==> src/rtl/ahb_arbiter_pkg.sv <==
// -----------------------------------------------------------------------------
// ahb_arbiter_pkg
// Shared definitions for the AHB bus arbiter:
//   - default master count / index width (overridable macros)
//   - AHB Htrans and Hburst encodings
//   - arbiter state enumeration and its legacy-compatible constants
//   - helper returning the remaining-beat count loaded at a burst start
// -----------------------------------------------------------------------------
`ifndef NUM_MASTERS
`define NUM_MASTERS 4
`endif

`ifndef MASTER_WIDTH
`define MASTER_WIDTH 2
`endif

package ahb_arbiter_pkg;

   // Htrans encodings
   localparam logic [1:0] HTRANS_IDLE   = 2'b00;
   localparam logic [1:0] HTRANS_BUSY   = 2'b01;
   localparam logic [1:0] HTRANS_NONSEQ = 2'b10;
   localparam logic [1:0] HTRANS_SEQ    = 2'b11;

   // Hburst encodings
   localparam logic [2:0] HBURST_SINGLE = 3'b000;
   localparam logic [2:0] HBURST_INCR   = 3'b001;
   localparam logic [2:0] HBURST_WRAP4  = 3'b010;
   localparam logic [2:0] HBURST_INCR4  = 3'b011;
   localparam logic [2:0] HBURST_WRAP8  = 3'b100;
   localparam logic [2:0] HBURST_INCR8  = 3'b101;
   localparam logic [2:0] HBURST_WRAP16 = 3'b110;
   localparam logic [2:0] HBURST_INCR16 = 3'b111;

   // Beat counter must hold up to 15 (INCR16 length minus one)
   localparam int BEAT_W = 4;

   // Arbiter states
   typedef enum logic [1:0] {
      ARB_PARK   = 2'b00,
      ARB_OWN    = 2'b01,
      ARB_LOCKED = 2'b10
   } arb_state_e;

   localparam logic [1:0] ST_PARK   = ARB_PARK;
   localparam logic [1:0] ST_OWN    = ARB_OWN;
   localparam logic [1:0] ST_LOCKED = ARB_LOCKED;

   // Remaining beats after the NONSEQ of a burst. Wrapping bursts count as
   // their incrementing equivalent; SINGLE and undefined-length INCR never
   // hold the bus through the counter.
   function automatic logic [BEAT_W-1:0] burst_beats_m1(input logic [2:0] hburst);
      logic [BEAT_W-1:0] beats;
      case (hburst)
         HBURST_WRAP4,  HBURST_INCR4:  beats = BEAT_W'(3);
         HBURST_WRAP8,  HBURST_INCR8:  beats = BEAT_W'(7);
         HBURST_WRAP16, HBURST_INCR16: beats = BEAT_W'(15);
         HBURST_SINGLE, HBURST_INCR:   beats = '0;
         default:                      beats = '0;
      endcase
      return beats;
   endfunction

endpackage

==> src/rtl/ahb_arbiter_rr_priority_picker.sv <==
// -----------------------------------------------------------------------------
// rr_priority_picker
// Combinational round-robin search. Candidates are examined in the order
// ptr_i+1, ptr_i+2, ... wrapping at NUM_REQ, ending at ptr_i itself, so the
// previous winner has the lowest priority.
// Ports:
//   req_i     [NUM_REQ]  request vector
//   ptr_i     [IDX_W]    index of the last granted requester
//   valid_o              at least one request present
//   winner_o  [NUM_REQ]  one-hot winner (all zero when valid_o = 0)
//   index_o   [IDX_W]    winner index (zero when valid_o = 0)
// -----------------------------------------------------------------------------
module rr_priority_picker #(
   parameter int NUM_REQ = 4,
   parameter int IDX_W   = 2
) (
   input  logic [NUM_REQ-1:0] req_i,
   input  logic [IDX_W-1:0]   ptr_i,
   output logic               valid_o,
   output logic [NUM_REQ-1:0] winner_o,
   output logic [IDX_W-1:0]   index_o
);

   logic [IDX_W-1:0]   cand_idx [NUM_REQ];
   logic [NUM_REQ-1:0] cand_req;

   // Search slot gi looks at requester (ptr_i + 1 + gi) mod NUM_REQ. The sum
   // never reaches 2*NUM_REQ, so a single conditional subtract is the modulo.
   for (genvar gi = 0; gi < NUM_REQ; gi++) begin : g_cand
      logic [31:0] sum;
      assign sum           = 32'(ptr_i) + 32'(gi) + 32'd1;
      assign cand_idx[gi]  = (sum >= 32'(NUM_REQ)) ? IDX_W'(sum - 32'(NUM_REQ))
                                                   : IDX_W'(sum);
      assign cand_req[gi]  = req_i[cand_idx[gi]];
   end

   always_comb begin
      valid_o  = 1'b0;
      index_o  = '0;
      for (int k = 0; k < NUM_REQ; k++) begin
         if (!valid_o && cand_req[k]) begin
            valid_o = 1'b1;
            index_o = cand_idx[k];
         end
      end
      winner_o = '0;
      if (valid_o) begin
         winner_o[index_o] = 1'b1;
      end
   end

endmodule

==> src/rtl/ahb_arbiter.sv <==
// -----------------------------------------------------------------------------
// ahb_arbiter
// Round-robin AHB bus arbiter with bus parking, fixed-length burst hold-off
// and locked-transfer support.
// Ports:
//   Hclk       in   system clock, rising edge
//   Hresetn    in   asynchronous reset, active high
//   Hbusreq    in   [NUM_MASTERS] per-master bus request
//   Hlock      in   [NUM_MASTERS] per-master lock request (qualified by Hbusreq)
//   Htrans     in   [2] transfer type of the address-phase owner
//   Hburst     in   [3] burst type of the address-phase owner
//   Hready     in   transfer ready; every state change waits for it
//   Hgrant     out  [NUM_MASTERS] one-hot grant
//   Hmaster    out  [MASTER_WIDTH] address-phase owner index
//   Hmastlock  out  current address phase belongs to a locked sequence
// -----------------------------------------------------------------------------
module ahb_arbiter
   import ahb_arbiter_pkg::*;
#(
   parameter int NUM_MASTERS    = `NUM_MASTERS,
   parameter int MASTER_WIDTH   = `MASTER_WIDTH,
   parameter int DEFAULT_MASTER = 0
) (
   input  logic                    Hclk,
   input  logic                    Hresetn,
   input  logic [NUM_MASTERS-1:0]  Hbusreq,
   input  logic [NUM_MASTERS-1:0]  Hlock,
   input  logic [1:0]              Htrans,
   input  logic [2:0]              Hburst,
   input  logic                    Hready,
   output logic [NUM_MASTERS-1:0]  Hgrant,
   output logic [MASTER_WIDTH-1:0] Hmaster,
   output logic                    Hmastlock
);

   localparam logic [MASTER_WIDTH-1:0] DEF_IDX   = MASTER_WIDTH'(DEFAULT_MASTER);
   localparam logic [NUM_MASTERS-1:0]  DEF_GRANT = NUM_MASTERS'(1) << DEFAULT_MASTER;

   logic [1:0]              state_q,     state_d;
   logic [NUM_MASTERS-1:0]  grant_q,     grant_d;
   logic [MASTER_WIDTH-1:0] grant_idx_q, grant_idx_d;
   logic [MASTER_WIDTH-1:0] last_q,      last_d;
   logic [BEAT_W-1:0]       beat_q,      beat_d;
   logic [MASTER_WIDTH-1:0] master_q;
   logic                    mastlock_q;

   logic                    pick_valid;
   logic [NUM_MASTERS-1:0]  pick_winner;
   logic [MASTER_WIDTH-1:0] pick_idx;

   logic                    owner_lock;
   logic                    rearb;

   rr_priority_picker #(
      .NUM_REQ (NUM_MASTERS),
      .IDX_W   (MASTER_WIDTH)
   ) u_picker (
      .req_i    (Hbusreq),
      .ptr_i    (last_q),
      .valid_o  (pick_valid),
      .winner_o (pick_winner),
      .index_o  (pick_idx)
   );

   // The granted master wants (or keeps) a locked sequence
   assign owner_lock = Hlock[grant_idx_q] & Hbusreq[grant_idx_q];

   // Beat counter tracks the remaining beats of a fixed-length burst. It is
   // evaluated for the current edge so that the NONSEQ which opens a burst
   // already blocks re-arbitration on the very edge it is sampled.
   always_comb begin
      beat_d = beat_q;
      case (Htrans)
         HTRANS_IDLE:   beat_d = '0;
         HTRANS_BUSY:   beat_d = beat_q;
         HTRANS_NONSEQ: beat_d = burst_beats_m1(Hburst);
         HTRANS_SEQ:    if (beat_q != '0) beat_d = beat_q - BEAT_W'(1);
         default:       beat_d = beat_q;
      endcase
   end

   // Grant / state decision for an Hready=1 edge
   always_comb begin
      state_d     = state_q;
      grant_d     = grant_q;
      grant_idx_d = grant_idx_q;
      last_d      = last_q;
      rearb       = 1'b0;

      if (state_q == ST_LOCKED) begin
         // Lock is released as soon as the owner drops Hlock, burst or not
         rearb = !owner_lock;
      end else if (beat_d == '0) begin
         if (owner_lock) begin
            // The master already holding the grant keeps it, now locked
            state_d = ST_LOCKED;
            last_d  = grant_idx_q;
         end else begin
            rearb = 1'b1;
         end
      end

      if (rearb) begin
         if (pick_valid) begin
            state_d     = ST_OWN;
            grant_d     = pick_winner;
            grant_idx_d = pick_idx;
            last_d      = pick_idx;
         end else begin
            // Nobody requests: park the default master, keep the RR pointer
            state_d     = ST_PARK;
            grant_d     = DEF_GRANT;
            grant_idx_d = DEF_IDX;
         end
      end
   end

   always_ff @(posedge Hclk or posedge Hresetn) begin
      if (Hresetn) begin
         state_q     <= ST_PARK;
         grant_q     <= DEF_GRANT;
         grant_idx_q <= DEF_IDX;
         last_q      <= DEF_IDX;
         beat_q      <= '0;
         master_q    <= DEF_IDX;
         mastlock_q  <= 1'b0;
      end else if (Hready) begin
         state_q     <= state_d;
         grant_q     <= grant_d;
         grant_idx_q <= grant_idx_d;
         last_q      <= last_d;
         beat_q      <= beat_d;
         // Address phase is handed to whoever held the grant up to this edge
         master_q    <= grant_idx_q;
         mastlock_q  <= (state_q == ST_LOCKED);
      end
   end

   assign Hgrant    = grant_q;
   assign Hmaster   = master_q;
   assign Hmastlock = mastlock_q;

endmodule

==> config.mk <==
export PLATFORM = sky130hd
export DESIGN_NAME = ahb_arbiter
export DESIGN_NICKNAME = d
export VERILOG_FILES = /design/src/rtl/ahb_arbiter_pkg.sv /design/src/rtl/ahb_arbiter_rr_priority_picker.sv /design/src/rtl/ahb_arbiter.sv
export SDC_FILE = /design/constraint.sdc
export NUM_CORES = 1
export LEC_CHECK = 0
export ABC_AREA = 1
export CORE_AREA = 2 2 83 45
export DETAILED_ROUTE_END_ITERATION = 8
export DIE_AREA = 0 0 85 47
export PLACE_DENSITY = 0.58
export SYNTH_ARGS = -nofsm -noshare
export SYNTH_HDL_FRONTEND = slang
export SYNTH_SLANG_ARGS = --single-unit
==> constraint.sdc <==
create_clock -name Hclk -period 2 [get_ports Hclk]
set_clock_uncertainty 0.1 [all_clocks]
set_input_delay 0.6 -clock Hclk [delete_from_list [all_inputs] [get_ports Hclk]]
set_output_delay 0.6 -clock Hclk [all_outputs]
set_load 0.03 [all_outputs]
==> impl_metrics.yaml <==
run_status:
  run_status: "completed"
detailed_routing:
  wl_met1_um: 1790
  avgRoutedWirePerCell_um: 13.7
  top_signal_layer_used: "met4"
  vias_per_cell: 4.88
  total_iterations_of_the_first_detailed_routing_run: 4
  drt_first_iter_violations: 117
  vias: 1298
  met3WireLength_um: 296
  antenna_left: 0
  drcViolationCount: 0
  wl_um: 3640
  wl_met2_um: 1540
cells_and_area:
  insertedDiodeCount: 0
  finalNetCount: 242
  finalNonFillerCells: 266
  num-fill-cells: 312
  area_growth_pct: 38.9
  drive_gt1_share_pct: 29.0
global_route:
  number_of_global_route_vias_before_repair: 1234
  globalRouteTotalUtil_pct: 19.5
  maximum_number_of_pins_on_one_net_before_global_route_repair: 18
  grt_antenna_before_repair: 0
  overflow: 0
  grt_first_pass_wirelength_um: 5870
logic_synthesis:
  synth_area_per_cell_um2: 6.89
  yosys.area.top_type: "dfrtp_1"
  ys_warn_count: 0
  synth_top_cells_by_count: "56 x nand2_1, 24 x nand3_1, 18 x nor2_1, 17 x inv_1, 16 x dfrtp_1"
  synth-seq-area-share_pct: 33.9
  ys_async_sr_fraction_pct: 100
  post-synth-top-area-fraction_pct: 31.8
  synth_enable_flop_cells: 0
  syn-cell-area_um2: 1260
  synth_flop_cell: "dfrtp_1"
  post_synth_main_area_contributors: "dfrtp_1 32%, nand2_1 17%, nand3_1 9.5%"
  synth.net_count: 200
  syn_inst: 183
  synthMostInstantiatedCell: "nand2_1"
  post_synth_num_cell_types: 28
  synth_seq_cells: 17
sta:
  setup-violations-final: 0
  final.period_utilization_pct: 95.6
  drv_slew: 0
  slew-limit-headroom_pct: 77.9
  timing.final.crit_period_ps: 1910
  total_negative_setup_slacks_ps: 0
  max_clock_freq_ghz: 0.523
  tightestPinTransition_ps: 331
  rsz0062_at_grt: "yes"
  final_hold_viol_count: 0
  final.setup.worst_slack_ps: 87.9
clock_tree:
  tritoncts: "yes"
  clock_sinks: 17
  clk_pin_slew_ps: 80
  holdBufCountCts: 0
  worstSkewPairLatency_ps: 260
  clockBufferDepth: 2
  clockRootBuffer: "clkbuf_8"
  cts_max_level: 1
  cts_buffers: 3
hold_path:
  timing.hold.worst.start: "Hgrant[0]"
  worst_hold_path_type: "reg2reg"
  hold_end: "Hgrant[0]"
  timing.hold.worst_path_depth: 2
setup_path:
  critPathRequiredTime_ps: 2050
  cp_top_family: "simple AND/OR/NAND/NOR gates"
  worst-path-max-fanout: 7
  rrSetupSlack_ps: 120
  max_stage_delay_ps: 230
  r2r_start: "last_q[0]"
  path_buf_inv: 2
  r2r-end: "last_q[0]"
  cp-end-kind: "flip-flop"
  critical_path.startpoint_type: "input port"
  crit_path_cell_trace: "clkdlybuf4s15_1 > inv_1 > nand2_1 > nor2_1 > nor2_1 > nand2_2 > nor2_4 > nand2_2 > nand2_4 > nand3_4 > nand2_4 > nand2_1 > o21a_1"
  r2r.worst_path.cells: 10
  crit_type: "in2reg"
  timing.critical_path.slowest_stage_cell: "clkdlybuf4s15_1"
  critical_path_arrival_ps: 1960
job:
  max_cap_viol_count: 0
placed_design:
  place_hpwl_um: 2810
  buffer_ports.inserted: 21
  place_worst_setup_slack_ps: -453
  routabilityCongestion: 0.909
  cell_count_after_placement: 260
power:
  p_int_mw: 1.24
  combinationalPowerShare_pct: 64.5
  pwr_density_cell_nw_per_um2: 1410
  clock_power_share_pct: 11.1
  total_switching_power_mw: 1.23
  highest_ir_drop_seen_on_vdd_uv: 703
  switching_share_pct: 49.7
  share_of_total_power_in_sequential_cells_pct: 24.4
  p_leak_nw: 0.915
die:
  die_width_um: 85
  floorplan.io_pins: 23
  fp.coreArea_um2: 3280
  die_area_um2: 4000
  dieHeight_um: 47
  initial_utilization_pct: 38.4
  row_count: 15
## logic make-up (layout without fill, tap and decap cells)
logic type,after synthesis,after routing,synth area share (%)
buffers and inverters,23,64,7.75
XOR/XNOR,1,1,1.29
adder cells (fa/ha/maj),1,1,0.993
AND/OR/NAND/NOR,119,119,45.7
flip-flops,17,17,33.9
AO/OA/AOI/OAI,22,22,10.4
## cell type report
type                       count  area [um2]  area share (%)
clock buffer                   3        41.3            2.36
clock inverter                 1        7.51           0.429
inverter                      21        86.3            4.93
multi-input combinational    143         795            45.4
sequential                    17         429            24.5
tap                           42        52.6            3.00
timing repair buffer          39         339            19.4
## per-stage QoR
stage	hold slack [ps]	util, %	power (mW)	area [um2]
6_report	381	53.3	2.47	1750
5_1_grt	416	53.3	2.67	1750
4_1_cts	385	51.6	2.39	1690
3_5_place_dp	368	49.6	2.07	1630
3_3_place_gp	364	49.6	2.02	1630
2_1_floorplan	364	-	1.59	1260
## power by group through the flow
stage	Clock [mW]	Combinational (mW)	Sequential (mW)
final	0.274	1.59	0.603
after global routing	0.299	1.75	0.621
after CTS	0.279	1.53	0.586
after detailed placement	0	1.48	0.593
after global placement	0	1.43	0.588
after floorplan	0	0.957	0.635
## cell usage in the layout (no fill, tap or decap), drive strengths merged
master and instances:
a21oi 2, buf 18, clkbuf 4, clkdlybuf4s15 1
clkdlybuf4s50 6, clkinv 1, clkinvlp 1, dfrtp 16
dfstp 1, dlygate4sd2 9, dlymetal6s2s 4, ha 1
inv 20, nand2 67, nand3 26, nand3b 1
nand4 1, nor2 24, o21a 1, o21ai 17
o21bai 1, o22ai 1, xnor2 1
## routing by layer
metal / vias up / track usage (%)
met5: - / 0
met3: 4 / 5.98
met1: 589 / 28.3
met2: 41 / 29.5
li1: 664 / -
met4: 0 / 3.17
## flip-flops by register name, summed over array words and instances, names as in the netlist
name	count
Hmaster	2
beat_q	4
Hmastlock	1
last_q	2
state_q	2
grant_idx_q	2
Hgrant	4
## worst max path at each step
stage                    from          to  slack [ps]  cells after the start
global placement    Htrans[1]  state_q[0]        -400                     13
global route        Htrans[0]  state_q[0]         -40                     13
CTS                 Hgrant[2]   Hgrant[2]           2                      1
floorplan           beat_q[0]  state_q[0]         160                     14
finish              Htrans[0]  state_q[0]          90                     13
detailed placement  Htrans[1]  state_q[0]        -450                     13
## worst register-to-register path, cell delays in order, from the launching register on
cell     delay, ps
dfrtp_2        510
inv_4          140
nand2_1         80
nand2_1         80
inv_1           50
o21ai_2        210
nor2_4          70
nand3_1        140
nand3_1        160
nand3_1        150
nand3_1         80
## timing repair
action,4_1_cts,5_1_grt
endpoints found under the hold margin,0,0
gates resized for setup,22,18
setup buffers,0,2
pin swaps,13,7
endpoints found under the setup margin,13,14
(Power assumes the default switching activity.)
